==> src/rtl/mmu_pkg.sv <==
// Shared types for the MMU data-memory port: owner identifiers and the
// byte-enable encodings the MMU accepts on dm_be.
package mmu_pkg;

   typedef enum logic [1:0] {
      OWN_NONE = 2'd0,
      OWN_M0   = 2'd1,
      OWN_M1   = 2'd2
   } owner_e;

   localparam logic [3:0] BE_NONE = 4'b0000;
   localparam logic [3:0] BE_B0   = 4'b0001;
   localparam logic [3:0] BE_B1   = 4'b0010;
   localparam logic [3:0] BE_B2   = 4'b0100;
   localparam logic [3:0] BE_B3   = 4'b1000;
   localparam logic [3:0] BE_H0   = 4'b0011;
   localparam logic [3:0] BE_H1   = 4'b1100;
   localparam logic [3:0] BE_WORD = 4'b1111;

endpackage

==> src/rtl/dm_arb_pick.sv <==
// Combinational owner selection for the data-memory port: burst-limited
// round robin between M0 and M1.
module dm_arb_pick
   import mmu_pkg::*;
#(
   parameter int unsigned MAX_BURST = 4,
   parameter int unsigned CNT_W     = $clog2(MAX_BURST) + 1
) (
   input  logic             req0,
   input  logic             req1,
   input  owner_e           prev_owner,
   input  owner_e           last_grant,
   input  logic [CNT_W-1:0] burst_cnt,
   output owner_e           owner
);

   localparam logic [CNT_W-1:0] BURST_LAST = CNT_W'(MAX_BURST - 1);

   logic hold;

   // The current owner may keep the port only while its burst has room left.
   assign hold = (prev_owner != OWN_NONE) && (burst_cnt < BURST_LAST);

   always_comb begin
      owner = OWN_NONE;
      if (req0 && req1) begin
         if (hold) begin
            owner = prev_owner;
         end else if (last_grant == OWN_M0) begin
            owner = OWN_M1;
         end else begin
            owner = OWN_M0;
         end
      end else if (req0) begin
         owner = OWN_M0;
      end else if (req1) begin
         owner = OWN_M1;
      end
   end

endmodule

==> src/rtl/dm_port_arbiter.sv <==
// Shares the MMU data-memory port between the CPU LSU (M0) and the boot
// loader/DMA (M1); steers each read response back to its requester.
module dm_port_arbiter
   import mmu_pkg::*;
#(
   parameter int unsigned MAX_BURST = 4
) (
   input  logic        clk,
   input  logic        resetb,
   input  logic        m0_req,
   input  logic        m0_we,
   input  logic [31:0] m0_addr,
   input  logic [31:0] m0_wdata,
   input  logic [3:0]  m0_be,
   input  logic        m0_signed,
   output logic        m0_gnt,
   output logic        m0_rvalid,
   output logic [31:0] m0_rdata,
   input  logic        m1_req,
   input  logic        m1_we,
   input  logic [31:0] m1_addr,
   input  logic [31:0] m1_wdata,
   input  logic [3:0]  m1_be,
   input  logic        m1_signed,
   output logic        m1_gnt,
   output logic        m1_rvalid,
   output logic [31:0] m1_rdata,
   output logic        dm_we,
   output logic [31:0] dm_addr,
   output logic [31:0] dm_di,
   output logic [3:0]  dm_be,
   output logic        is_signed,
   input  logic [31:0] dm_do
);

   localparam int unsigned      CNT_W      = $clog2(MAX_BURST) + 1;
   localparam logic [CNT_W-1:0] BURST_LAST = CNT_W'(MAX_BURST - 1);

   owner_e           pick_owner, owner;
   owner_e           prev_owner_q, prev_owner_d;
   owner_e           last_grant_q, last_grant_d;
   owner_e           resp_owner_q, resp_owner_d;
   logic [CNT_W-1:0] burst_cnt_q, burst_cnt_d;

   dm_arb_pick #(
      .MAX_BURST (MAX_BURST),
      .CNT_W     (CNT_W)
   ) u_pick (
      .req0       (m0_req),
      .req1       (m1_req),
      .prev_owner (prev_owner_q),
      .last_grant (last_grant_q),
      .burst_cnt  (burst_cnt_q),
      .owner      (pick_owner)
   );

   // Reset is synchronous, so grants must also be blocked combinationally.
   assign owner  = resetb ? pick_owner : OWN_NONE;
   assign m0_gnt = (owner == OWN_M0);
   assign m1_gnt = (owner == OWN_M1);

   // NOTE: outputs get defaults first so no path through the case leaves one unassigned (no latch).
   always_comb begin
      dm_we     = 1'b0;
      dm_addr   = '0;
      dm_di     = '0;
      dm_be     = BE_NONE;
      is_signed = 1'b0;
      case (owner)
         OWN_M0: begin
            dm_we     = m0_we;
            dm_addr   = m0_addr;
            dm_di     = m0_wdata;
            dm_be     = m0_be;
            is_signed = m0_signed;
         end
         OWN_M1: begin
            dm_we     = m1_we;
            dm_addr   = m1_addr;
            dm_di     = m1_wdata;
            dm_be     = m1_be;
            is_signed = m1_signed;
         end
         default: ;
      endcase
   end

   always_comb begin
      prev_owner_d = owner;
      last_grant_d = (owner != OWN_NONE) ? owner : last_grant_q;
      burst_cnt_d  = '0;
      if ((owner != OWN_NONE) && (owner == prev_owner_q)) begin
         burst_cnt_d = (burst_cnt_q == BURST_LAST) ? burst_cnt_q : burst_cnt_q + CNT_W'(1);
      end
      resp_owner_d = ((owner != OWN_NONE) && !dm_we) ? owner : OWN_NONE;
   end

   // NOTE: non-blocking assignments so every register samples pre-edge values.
   always_ff @(posedge clk) begin
      if (!resetb) begin
         prev_owner_q <= OWN_NONE;
         last_grant_q <= OWN_M1;
         burst_cnt_q  <= '0;
         resp_owner_q <= OWN_NONE;
      end else begin
         prev_owner_q <= prev_owner_d;
         last_grant_q <= last_grant_d;
         burst_cnt_q  <= burst_cnt_d;
         resp_owner_q <= resp_owner_d;
      end
   end

   // A read granted just before reset must not surface while reset is held.
   assign m0_rvalid = resetb && (resp_owner_q == OWN_M0);
   assign m1_rvalid = resetb && (resp_owner_q == OWN_M1);
   assign m0_rdata  = dm_do;
   assign m1_rdata  = dm_do;

endmodule

==> config.mk <==
export PLATFORM = sky130hd
export DESIGN_NAME = dm_port_arbiter
export DESIGN_NICKNAME = d
export VERILOG_FILES = /design/src/rtl/mmu_pkg.sv /design/src/rtl/dm_arb_pick.sv /design/src/rtl/dm_port_arbiter.sv
export SDC_FILE = /design/constraint.sdc
export NUM_CORES = 1
export LEC_CHECK = 0
export BUFFER_PORTS_ARGS = -buffer_cell sky130_fd_sc_hd__buf_2
export CAP_MARGIN = 40
export CORE_AREA = 2 2 121 123
export CTS_BUF_LIST = sky130_fd_sc_hd__clkbuf_2 sky130_fd_sc_hd__clkbuf_4 sky130_fd_sc_hd__clkbuf_8
export DETAILED_ROUTE_END_ITERATION = 10
export DIE_AREA = 0 0 123 125
export GPL_TIMING_DRIVEN = 0
export PLACE_DENSITY = 0.54
export SLEW_MARGIN = 30
export SYNTH_ARGS = -nofsm -noshare
export SYNTH_HDL_FRONTEND = slang
export SYNTH_SLANG_ARGS = --single-unit
==> constraint.sdc <==
create_clock -name clk -period 2.48 [get_ports clk]
set_input_delay 0.124 -clock clk [delete_from_list [all_inputs] [get_ports clk]]
set_output_delay 0.124 -clock clk [all_outputs]
set_load 0.01 [all_outputs]
==> flow_summary.json <==
{
  "die_w_microns": 123,
  "fmax_mhz": 422.4,
  "wl_per_cell_microns": 15.46,
  "skew_ps": 0.3966,
  "grt_start_max_net_pins": 11,
  "placementRows": 44,
  "fin_crit_ps": 2367,
  "rsz0062_at_grt": "true",
  "syn_nets": 466,
  "layout_common_cells": "buf_2, buf_4, nor2b_1",
  "dpl.hpwl_microns": 10090,
  "drc": 0,
  "vias": 3061,
  "utilization": 0.2811,
  "startpoint_type": "flop",
  "grt_pass1_wl_microns": 16300,
  "max_slew_margin": 0.7067,
  "finalHoldViolCount": 0,
  "setup_viol_count_final": 0,
  "cellPowerDensity_nw_per_um2": 242.7,
  "path_clk_slew_ps": 40,
  "htreeDepth": 1,
  "synthFlopType": "dfxtp_1",
  "clock_sinks": 9,
  "areaGrowthSynthToFinish_pct": 90.51,
  "status": "complete, no violations",
  "synth.cell_area_sq_um": 2096,
  "yosysUniqueCellTypes": 33,
  "cts_buffers": 3,
  "grt_pass1_vias": 2885,
  "io_pins": 314,
  "clock_latency_ps": 230,
  "critPathRequiredTime_ps": 2360,
  "antenna_found_initial": 2,
  "cts_tree": "done",
  "drv_slew": 0,
  "routed_wl_microns": 11730,
  "root_buffer": "clkbuf_8",
  "drt_iter0_markers": 87,
  "synth-edff-count": 0,
  "final_nets": 756,
  "synth_top_area_frac": 0.2507,
  "ant_nets": 0,
  "worstPathArrival_ps": 2240,
  "leakage_nw": 2.118,
  "synthCells": 285,
  "design.core.area_sq_um": 14200,
  "endpoint_kind": "output port",
  "yosysSeqAreaShare": 0.08597,
  "drive_gt1_frac": 0.7056,
  "ys_ff_latch": 9,
  "routabilityCongestion": 0.8770,
  "clockBufferDepth": 2,
  "synth_warnings": 0,
  "synth_top_cell_by_area": "a22oi_1",
  "maxCapViolCount": 0,
  "worstMarginPinSlew_ps": 436.6,
  "finalPower_mw": 0.9690,
  "io_buffers": 280,
  "firstDrtPassIters": 4,
  "worst-path-max-fanout": 10,
  "reg2reg_setup_slack_ps": 380,
  "irDropWorstVdd_uv": 126.3,
  "syn_avg_cell_area_sq_um": 7.354,
  "via_per_inst": 4.033,
  "critPathKind": "reg -> out",
  "dieArea_sq_um": 15380,
  "track_usage": 0.1374,
  "min_path_type": "in -> reg",
  "ys_async_sr_fraction": 0,
  "holdBufCountCts": 0,
  "final_common_cell": "buf_2",
  "gr-total-overflow": 0,
  "die_h_microns": 125,
  "initial_utilization": 0.1476,
  "yosys-top-cells-area": "a22oi_1, buf_4, nor2b_1, dfxtp_1, clkbuf_1",
  "final.setup.tns_ps": 0,
  "post-route-period-util": 0.9545
}
-- layer usage --
| metal | global-route usage | vias up | wire length, microns | share of wire |
|---|---|---|---|---|
| li1 | - | 1527 | - | - |
| met1 | 0.1896 | 1369 | 4996 | 0.43 |
| met2 | 0.2255 | 157 | 5460 | 0.47 |
| met3 | 0.03376 | 6 | 1233 | 0.11 |
| met4 | 0.009358 | 2 | 35 | 0.0030 |
| met5 | 0 | - | 8 | 0.00068 |
-- flip-flops by register name, indices dropped and copies added, names as in the netlist --
| register | count |
|---|---|
| burst_cnt_q | 3 |
| resp_owner_q | 2 |
| prev_owner_q | 2 |
| last_grant_q | 2 |
-- critical path: stages, from the launching register on --
cell and delay, ps:
dfxtp_4 350, a21oi_4 190, a21oi_2 100, o311ai_4 300, inv_1 80, ha_2 190
buf_6 140, buf_6 140, buf_6 150, a22oi_1 150, nor2b_1 60, buf_2 140
-- cells by family (layout without fill, tap and decap cells) --
group,after synthesis,after routing,share of synthesized area
buf+inv,95,384,0.2919
mux,2,2,0.009553
xor+xnor,1,1,0.004180
fa+ha+maj,5,5,0.02985
other cells,0,1,0
simple gates,88,88,0.2633
flops,9,9,0.08597
compound gates,85,85,0.3152
-- path summary, 6_finish.rpt --
kind	from	to	cells after the start
setup / recovery	burst_cnt_q[1]	dm_addr[24]	11
hold reg to reg	burst_cnt_q[2]	burst_cnt_q[2]	2
setup reg to reg	burst_cnt_q[1]	burst_cnt_q[2]	9
hold / removal	m0_req	last_grant_q[0]	3
-- power breakdown --
group	internal, mW	switching [mW]
clock network	0.123	0.0582
registers	0.150	0.00619
logic	0.343	0.289
-- cell usage after synthesis (2+ instances only) --
| master | n |
|---|---|
| a22oi_1 | 70 |
| inv_1 | 5 |
| nor2_1 | 3 |
| mux2i_1 | 2 |
| clkbuf_1 | 17 |
| and3_1 | 2 |
| buf_4 | 64 |
| a21oi_1 | 6 |
| buf_2 | 6 |
| ha_1 | 5 |
| dfxtp_1 | 9 |
| nor2b_1 | 71 |
| inv_2 | 2 |
| nor3_1 | 4 |
-- final cells by class --
cell class / count / area [sq um]
multi-input combinational: 181 / 1393
timing repair buffer: 285 / 1439
antenna: 1 / 2.502
sequential: 9 / 188.9
tap: 184 / 230.2
inverter: 7 / 26.28
fill: 1615 / 10210
buffer: 88 / 664.4
clock buffer: 4 / 48.80
-- metrics by stage --
| step | worst slack, ps | instance area (sq um) | cells | hold WS [ps] |
|---|---|---|---|---|
| after floorplan | 287.7 | 2096 | 285 | 269.9 |
| after global placement | -319.9 | 3727 | 749 | 432.1 |
| after detailed placement | -325.1 | 3727 | 749 | 432.2 |
| after CTS | 9.277 | 3923 | 757 | 242.0 |
| after global routing | -11.00 | 3990 | 758 | 255.2 |
| final | 112.7 | 3993 | 759 | 246.6 |
-- repair_timing --
item | CTS | global route
endpoints found under the hold margin | 0 | 0
pin swaps | 5 | 5
endpoints found under the setup margin | 70 | 70
setup buffers | 4 | 1
cloned | 0 | 0
gates resized for setup | 39 | 28
Note: power is estimated with default switching activity, not from simulation.
